## src/rtl/switch_allocator.sv

```systemverilog
// Router switch allocator: per-output round-robin wormhole arbitration and crossbar select.
// Optional SA_TIMEOUT_EN adds a per-output watchdog that reclaims outputs idle for 63 cycles.
module switch_allocator #(
    parameter int NUM_PORTS = 5,
    parameter int PORT_BITS = 3
) (
    input  logic                           clk,
    input  logic                           reset_n,
    input  logic [NUM_PORTS-1:0]           i_req,
    input  logic [NUM_PORTS*PORT_BITS-1:0] i_dest,
    input  logic [NUM_PORTS-1:0]           i_flit_valid,
    input  logic [NUM_PORTS-1:0]           i_tail,
    output logic [NUM_PORTS-1:0]           o_ack,
    output logic [NUM_PORTS-1:0]           o_grant,
    output logic [NUM_PORTS*PORT_BITS-1:0] o_xbar_sel,
    output logic [NUM_PORTS-1:0]           o_out_busy,
    output logic [NUM_PORTS-1:0]           o_bad_dest
`ifdef SA_TIMEOUT_EN
    ,
    output logic [NUM_PORTS-1:0]           o_timeout
`endif
);

    localparam logic [0:0] IDLE = 1'b0;
    localparam logic [0:0] BUSY = 1'b1;

    localparam logic [PORT_BITS:0]   NUM_PORTS_W = (PORT_BITS+1)'(NUM_PORTS);
    localparam logic [PORT_BITS-1:0] LAST_PORT   = PORT_BITS'(NUM_PORTS - 1);

    logic [0:0]           state_q  [NUM_PORTS];
    logic [PORT_BITS-1:0] holder_q [NUM_PORTS];
    logic [PORT_BITS-1:0] rr_q     [NUM_PORTS];

    logic [PORT_BITS-1:0] dest      [NUM_PORTS];
    logic [NUM_PORTS-1:0] eligible  [NUM_PORTS];
    logic [PORT_BITS-1:0] win_idx   [NUM_PORTS];
    logic [NUM_PORTS-1:0] dest_ok;
    logic [NUM_PORTS-1:0] bad_req;
    logic [NUM_PORTS-1:0] win_valid;
    logic [NUM_PORTS-1:0] release_out;
    logic [NUM_PORTS-1:0] ack_d;
    logic [NUM_PORTS-1:0] clr_d;
    logic [NUM_PORTS-1:0] timeout_d;

`ifdef SA_TIMEOUT_EN
    logic [5:0] wd_q [NUM_PORTS];
`endif

    // Request decode: an input already holding an output is not eligible anywhere.
    always_comb begin
        for (int unsigned i = 0; i < NUM_PORTS; i++) begin
            dest[i]    = i_dest[i*PORT_BITS +: PORT_BITS];
            dest_ok[i] = ({1'b0, dest[i]} < NUM_PORTS_W);
            bad_req[i] = i_req[i] & ~o_grant[i] & ~dest_ok[i];
        end
        for (int unsigned o = 0; o < NUM_PORTS; o++) begin
            for (int unsigned i = 0; i < NUM_PORTS; i++) begin
                eligible[o][i] = i_req[i] & ~o_grant[i] & dest_ok[i] &
                                 (dest[i] == PORT_BITS'(o));
            end
        end
    end

    // Round-robin pick per output, starting at rr_q and wrapping modulo NUM_PORTS.
    always_comb begin
        logic [PORT_BITS:0] cand;
        cand = '0;
        for (int unsigned o = 0; o < NUM_PORTS; o++) begin
            win_valid[o] = 1'b0;
            win_idx[o]   = rr_q[o];
            for (int unsigned k = 0; k < NUM_PORTS; k++) begin
                cand = {1'b0, rr_q[o]} + (PORT_BITS+1)'(k);
                if (cand >= NUM_PORTS_W) begin
                    cand = cand - NUM_PORTS_W;
                end
                if (!win_valid[o] && eligible[o][cand[PORT_BITS-1:0]]) begin
                    win_valid[o] = 1'b1;
                    win_idx[o]   = cand[PORT_BITS-1:0];
                end
            end
        end
    end

    // Per-input grant set/clear, collected across all outputs.
    always_comb begin
        ack_d       = '0;
        clr_d       = '0;
        release_out = '0;
        timeout_d   = '0;
        for (int unsigned o = 0; o < NUM_PORTS; o++) begin
            if (state_q[o] == IDLE) begin
                if (win_valid[o]) begin
                    ack_d[win_idx[o]] = 1'b1;
                end
            end else begin
                if (i_flit_valid[holder_q[o]] && i_tail[holder_q[o]]) begin
                    release_out[o]     = 1'b1;
                    clr_d[holder_q[o]] = 1'b1;
                end
`ifdef SA_TIMEOUT_EN
                else if (!i_flit_valid[holder_q[o]] && (wd_q[o] == 6'd63)) begin
                    timeout_d[o]       = 1'b1;
                    clr_d[holder_q[o]] = 1'b1;
                end
`endif
            end
        end
    end

    always_comb begin
        for (int unsigned o = 0; o < NUM_PORTS; o++) begin
            o_out_busy[o]                        = (state_q[o] == BUSY);
            o_xbar_sel[o*PORT_BITS +: PORT_BITS] = holder_q[o];
        end
    end

    always_ff @(posedge clk or negedge reset_n) begin
        if (!reset_n) begin
            o_ack      <= '0;
            o_grant    <= '0;
            o_bad_dest <= '0;
            for (int unsigned o = 0; o < NUM_PORTS; o++) begin
                state_q[o]  <= IDLE;
                holder_q[o] <= '0;
                rr_q[o]     <= '0;
            end
        end else begin
            o_ack      <= ack_d;
            o_grant    <= (o_grant & ~clr_d) | ack_d;
            o_bad_dest <= o_bad_dest | bad_req;
            for (int unsigned o = 0; o < NUM_PORTS; o++) begin
                if (state_q[o] == IDLE) begin
                    if (win_valid[o]) begin
                        state_q[o]  <= BUSY;
                        holder_q[o] <= win_idx[o];
                        rr_q[o]     <= (win_idx[o] == LAST_PORT) ? '0 : win_idx[o] + 1'b1;
                    end
                end else if (release_out[o] || timeout_d[o]) begin
                    state_q[o] <= IDLE;
                end
            end
        end
    end

`ifdef SA_TIMEOUT_EN
    // Watchdog restarts on every holder flit; expiry is handled like a release.
    always_ff @(posedge clk or negedge reset_n) begin
        if (!reset_n) begin
            o_timeout <= '0;
            for (int unsigned o = 0; o < NUM_PORTS; o++) begin
                wd_q[o] <= '0;
            end
        end else begin
            o_timeout <= timeout_d;
            for (int unsigned o = 0; o < NUM_PORTS; o++) begin
                if (state_q[o] == IDLE) begin
                    wd_q[o] <= '0;
                end else if (i_flit_valid[holder_q[o]] || timeout_d[o]) begin
                    wd_q[o] <= '0;
                end else begin
                    wd_q[o] <= wd_q[o] + 6'd1;
                end
            end
        end
    end
`endif

endmodule
```

## config.mk

```make
export PLATFORM = sky130hd
export DESIGN_NAME = switch_allocator
export DESIGN_NICKNAME = d
export VERILOG_FILES = /design/src/rtl/switch_allocator.sv
export SDC_FILE = /design/constraint.sdc
export NUM_CORES = 1
export LEC_CHECK = 0
export ABC_CLOCK_PERIOD_IN_PS = 7750
export CAP_MARGIN = 0
export CORE_ASPECT_RATIO = 0.7
export CORE_MARGIN = 1.5
export CORE_UTILIZATION = 30
export DETAILED_ROUTE_END_ITERATION = 10
export PLACE_DENSITY_LB_ADDON = 0.25
export REMOVE_ABC_BUFFERS = 1
export SETUP_SLACK_MARGIN = 0.4
export SYNTH_ARGS = -nofsm -noshare
export SYNTH_HDL_FRONTEND = slang
export SYNTH_SLANG_ARGS = --single-unit
```

## constraint.sdc

```tcl
create_clock -name clk -period 7.75 [get_ports clk]
set_clock_uncertainty 0.2 [all_clocks]
set_input_delay 0.775 -clock clk [delete_from_list [all_inputs] [get_ports clk]]
set_output_delay 0.775 -clock clk [all_outputs]
set_load 0.03 [all_outputs]
```

== Word-level counts from Yosys, hierarchy flattened ==
Index checks and enable logic that the tools add are counted.

* Register bits after elaboration: 50
* Bits of input ports: 32
* Logic and storage cells: 515

* Multiplexer cells: 215
* Bitwise gates (word level): 67
* Reduce and logical (&&, ||, !) cells: 65
* Order comparisons: 75
* Equal/unequal tests: 25
* Add/sub/neg operators: 50

{| class="wikitable"
|+ Operators by type and width
! cell !! number
|-
| 3-bit 2-to-1 mux || 55
|-
| 3-bit by 4-bit less-than comparator with 1-bit output, second input constant || 35
|-
| 1-bit binary-select mux with 3-bit select || 35
|-
| 5-bit 2-to-1 mux || 20
|-
| 1-bit 2-to-1 mux || 95
|-
| 4-bit by 3-bit greater-or-equal comparator with 1-bit output, second input constant || 20
|-
| 3-bit subtractor, second input constant || 25
|-
| 5-bit bitwise OR || 10
|-
| 3-bit by 2-bit adder with 4-bit output, second input constant || 10
|-
| 1-bit AND || 40
|-
| 1-bit logical AND || 35
|-
| 1-bit demux with 3-bit select || 10
|-
| 3-bit by 2-bit equality test with 1-bit output, second input constant || 10
|-
| 3-bit equality test, second input constant || 10
|-
| 3-bit by 1-bit greater-or-equal comparator with 1-bit output, second input constant || 10
|-
| 3-bit by 1-bit adder with 4-bit output, second input constant || 5
|-
| 3-bit by 3-bit adder with 4-bit output, second input constant || 5
|-
| 1-bit zero test || 20
|-
| 3-bit by 1-bit adder with 3-bit output, second input constant || 5
|-
| 3-bit by 1-bit equality test with 1-bit output, second input constant || 5
|-
| 3-bit greater-or-equal comparator, second input constant || 5
|-
| 3-bit zero test || 5
|-
| 3-bit less-than comparator, second input constant || 5
|-
| 1-bit NOT || 15
|-
| other kinds (3) || 7
|}

== Logic depth before layout (Yosys ltp) ==
* Word-level depth: 38
* Depth in mapped cells: 19
* Mapped depth without buffers: 18

== Worst setup path after synthesis ==
No wires, ideal clock.

* Kind: reg-to-reg
* From: reg rr_q[9] (netlist name)
* To: reg rr_q[11] (netlist name)
* Stages on the path, launching flop included: 16
* Path buffers: 3
* Library setup time: 0.082 ns
* Slack: 3.159 ns
* Data arrival time: 4.309 ns
* Required time: 7.468 ns
* Period minus slack after synthesis: 4.591 ns
* Cells stage by stage: dfrtp_1 buf_2 inv_1 clkbuf_1 ha_1 ha_1 clkbuf_1 a221oi_1 a221oi_1 a211oi_1 a311oi_1 o311ai_0 inv_1 ha_1 or3_1 a31oi_1

{| class="wikitable"
|+ RTL lines
! item !! RTL line !! RTL
|-
| from (decl) || 32 || <nowiki>logic [PORT_BITS-1:0] rr_q [NUM_PORTS];</nowiki>
|-
| from (signal, indexed assignment) || 136 || <nowiki>rr_q[o] <= (win_idx[o] == LAST_PORT) ? '0 : win_idx[o] + 1'b1;</nowiki>
|}

== Worst setup path after layout ==
* From: reg rr_q[9] (netlist name)
* To: reg o_grant[4]

* Cells in the longest elaborated chain, start to end: 34
* Elaborated cells on any way between the ends: 65
* Classes of those cells: 9 x add/sub; 7 x order compare; 35 x mux; 5 x bitwise; 9 x reduce/logical

{| class="wikitable"
|+ Ends and longest elaborated chain
! item !! RTL line !! RTL
|-
| branches (longest 22 deep; another with 3-bit by 1-bit adder with 4-bit output) || -- ||
|-
| 5-bit 2-to-1 mux * || 92 || <nowiki>if (win_valid[o]) begin</nowiki>
|-
| 5-bit 2-to-1 mux * || 91 || <nowiki>if (state_q[o] == IDLE) begin</nowiki>
|-
| 5-bit bitwise OR (no source line) || -- ||
|-
| 5-bit 2-to-1 mux || 92 ||
|-
| 5-bit 2-to-1 mux * || 91 ||
|-
| 5-bit bitwise OR (no source line) || -- ||
|-
| 5-bit 2-to-1 mux || 92 ||
|-
| 5-bit 2-to-1 mux * || 91 ||
|-
| 5-bit bitwise OR (no source line) || -- ||
|-
| 5-bit 2-to-1 mux || 92 ||
|-
| 5-bit 2-to-1 mux * || 91 ||
|-
| named net ack_d[4] || 41 || <nowiki>logic [NUM_PORTS-1:0] ack_d;</nowiki>
|-
| 5-bit bitwise OR * || 129 || <nowiki>o_grant <= (o_grant & ~clr_d) | ack_d;</nowiki>
|-
| to (signal assigned) || 129 ||
|-
| to (decl) || 14 || <nowiki>output logic [NUM_PORTS-1:0] o_grant,</nowiki>
|}

Mark *: on every way through the listed nets, which the timed path passes. The select of a mux whose other input is x is not followed.
A chain may end at the register's enable or synchronous reset.

==> out/metrics.csv <==
stage;metric;value;unit
cts;clkTransAtPathRegs;0.08;ns
finish;layout.nets;1291;
routing;post-route-drc-count;0;
timing;setup_repair_after_global_routing_missed_its_margin;no;
synth;synth_top_family_by_area;compound AO/OA/AOI/OAI gates;
synth;edff_count_synth;0;
status;status;completed;
timing;final_hold_viol_count;0;
finish;area_delta_synth_final;12.5;%
worst_setup_path;worstPathCellList;inv_1 > ha_1 > ha_1 > a211oi_1 > or4_1 > o211ai_1 > a211oi_1 > nand4_1 > o41a_1 > nor2b_1 > a221oi_1 > nand3_1 > a21o_1;
synth;synth_compound_area_share;32.4;%
synth;sequential_area_share_after_synthesis;14.5;%
finish;layout-drive-gt1-share;5.56;%
routing;ant_nets;0;
timing;max_freq;0.178;GHz
worst_setup_path;cp_data_arrival_time;5.63;ns
synth;ys.flop_type;dfrtp_1;
die;initial_core_util;30.7;%
cts;clockRootBuffer;clkbuf_16;
routing;drt-pass1-iter-count;6;
die;die_outline_width;205;µm
timing;final-max-slew-violation-count;0;
timing;setup_total_negative_slack;0;ns
synth;synth_largest_area_cell;dfrtp_1;
synth;synthesized_area_divided_by_synthesized_cell_count;7.31;µm²
worst_setup_path;stages_on_the_worst_setup_path;13;
routing;drt-initial-drc-count;1022;
placed_design;place.port_buffers;66;
synth;yosysTopAreaCellShare;14.5;%
die;design.portCount;67;
finish;layoutNonFillerInstCount;1577;
timing;finalCritPeriodShare;72.5;%
cts;tritoncts_clock_tree;yes;
cts;cts-hold-fix-buffers;0;
synth;synth_mux_area_share;6.16;%
worst_setup_path;cp_slowest_stage_delay;0.85;ns
routing;wl_per_cell;19.7;µm
synth;share_of_synthesized_cell_area_in_and_or_nand_and_nor_gates;31.0;%
worst_setup_path;worstPathMaxFanout;24;
synth;synth-adder-area-share;8.28;%
placed_design;numPlacedInstances;1569;
die;placeableCoreArea;0.0280;mm²
worst_setup_path;critical_path_required;7.76;ns
timing;timing.slew.headroom;35.2;%
cts;htree_num_levels;2;
die;std_cell_rows;51;
worst_setup_path;cp_slowest_cell;dfrtp_1;
global_route;grt_usage;20.5;%
finish;num_antenna_cells;0;
cts;clk_latency;0.31;ns
die;dieArea;0.0297;mm²
timing;setup_viol_count_final;0;
worst_setup_path;crit_path_end_kind;flop;
synth;post_synth_xor_area_fraction;2.44;%
synth;synthDistinctLibCells;96;
hold_path;holdCritPathClass;flop to flop;
global_route;antenna_found_initial;0;
worst_setup_path;worst_path_buffer_plus_inverter_count;1;
routing;vias;9507;
cts;cts-buffers-inserted;5;
run;max_cap_violations;0;
routing;wl;31100;µm
worst_setup_path;criticalPathCategory;flop to flop;
synth;ys_top_cells_by_area;dfrtp_1 (15%), ha_1 (7.1%), nor2_1 (4.8%), nand2_1 (4.1%), mux2i_1 (4.1%);
cts;max-clock-path-buffers;2;
synth;ys_async_sr_fraction;100;%
global_route;grt_pass1_vias;8291;
global_route;grt_first_pass_wirelength;48000;µm
worst_setup_path;crit_path_start_kind;flop;
synth;ys.warnings.count;0;
cts;count_of_buffers_added_by_post_cts_timing_repair_for_setup;0;
timing;final.min_clock_period;5.62;ns
routing;vias_per_cell;6.03;
worst_setup_path;timing.critical_path.max_delay_family;compound AO/OA/AOI/OAI gates;
placed_design;globalplace.congestion;0.938;
die;fp.dieH;145;µm
synth;post_synth_instance_area;0.00861;mm²
global_route;gr-total-overflow;0;
worst_setup_path;depth_of_the_worst_register_to_register_path;13;
hold_path;hold_depth;1;
synth;register_bit_total_from_synthesis;50;
placed_design;hpwlAfterDp;24700;µm
synth;synth_cells;1177;
timing;worstMarginPinSlew;0.968;ns
global_route;grt_start_max_net_pins;51;
cts;clock-sinks;50;
cts;cts_repair_resize_count;0;
## synthesized netlist by cell type (7+ instances only)
cell type	n
and3b_1	10
nor2_1	109
or3_1	16
o21bai_1	10
inv_1	63
or2_2	13
a211oi_1	21
a31oi_1	20
a211o_1	13
nor4_1	18
buf_2	9
clkbuf_1	33
and3_1	11
dfrtp_1	50
ha_1	49
a2111oi_0	7
nand4_1	9
a221oi_1	9
nand2_1	95
xnor2_1	20
o31ai_1	15
a22oi_1	8
nand3b_1	12
mux2_2	12
o21ai_0	59
a21o_1	22
nor3_1	53
o32ai_1	11
o22ai_1	13
a21oi_1	58
and2_1	16
nand2b_1	28
o211ai_1	17
nand3_1	53
nor2b_1	23
mux2i_1	35
## path summary, 6_finish.rpt
path	start	end	slack [ns]
hold / removal	o_bad_dest[0]	o_bad_dest[0]	0.27
setup / recovery	rr_q[9]	o_grant[4]	2.13
hold reg to reg	o_bad_dest[0]	o_bad_dest[0]	0.27
max in group asynchronous	reset_n	o_out_busy[2]	6.50
min in group asynchronous	reset_n	o_out_busy[3]	0.36
setup reg to reg	rr_q[9]	o_grant[4]	2.13
## stage by stage
stage          hold slack (ns)  cell area [µm²]  util (%)  worst slack (ns)
2_1_floorplan            0.279             8400         -              3.01
3_3_place_gp             0.248             9540      34.1              2.31
3_5_place_dp             0.255             9540      34.1              2.26
4_1_cts                  0.273             9690      34.6              2.23
5_1_grt                  0.288             9690      34.6              1.84
6_report                 0.267             9690      34.6              2.13
## routing by layer
metal  global-route usage [%]  vias to the layer above  part of all wire (%)  wire length, µm
li1                         -                     4539                     -                -
met1                     32.1                     4512                    50            15500
met2                     29.5                      426                    41            12800
met3                     2.51                       30                   7.6             2380
met4                     4.19                        0                   1.6              503
met5                        0                        -                     0                0
## kinds of logic (layout without fill, tap and decap cells)
| group | count (synthesis) | in the layout |
|---|---|---|
| and+or+nand+nor | 507 | 507 |
| AOI/OAI and AO/OA | 381 | 381 |
| buffers and inverters | 112 | 141 |
| adders and majority gates | 54 | 54 |
| DFF | 50 | 50 |
| muxes | 49 | 49 |
| xor gates and xnor gates | 24 | 24 |
## flip-flops by register name (all words and copies together), names as in the netlist
| name | count |
|---|---|
| o_grant | 5 |
| o_xbar_sel | 15 |
| rr_q | 15 |
| o_out_busy | 5 |
| o_bad_dest | 5 |
| o_ack | 5 |
## layout by cell type (no fill, tap or decap), types with 11 or more instances in the layout
cell	count
nor2_1	109
nand2_1	95
clkdlybuf4s50_1	65
inv_1	63
o21ai_0	59
a21oi_1	58
nor3_1	53
nand3_1	53
dfrtp_1	50
ha_1	49
mux2i_1	35
nand2b_1	28
nor2b_1	23
a21o_1	22
a211oi_1	21
a31oi_1	20
xnor2_1	20
nor4_1	18
o211ai_1	17
and2_1	16
or3_1	16
o31ai_1	15
o22ai_1	13
or2_2	13
a211o_1	13
nand3b_1	12
mux2_2	12
o32ai_1	11
and3_1	11
## cell type report
cell class                 instances  area [µm²]
clock buffer                       5         125
timing repair buffer              69         678
fill                            2936       18300
inverter                          64         240
clock inverter                     3        21.3
sequential                        50        1250
tap                              371         464
multi-input combinational       1015        6910
Power is left out: the tool's default activity adds up to more than one toggle a clock period on the data nets, which glitch-free logic cannot reach.
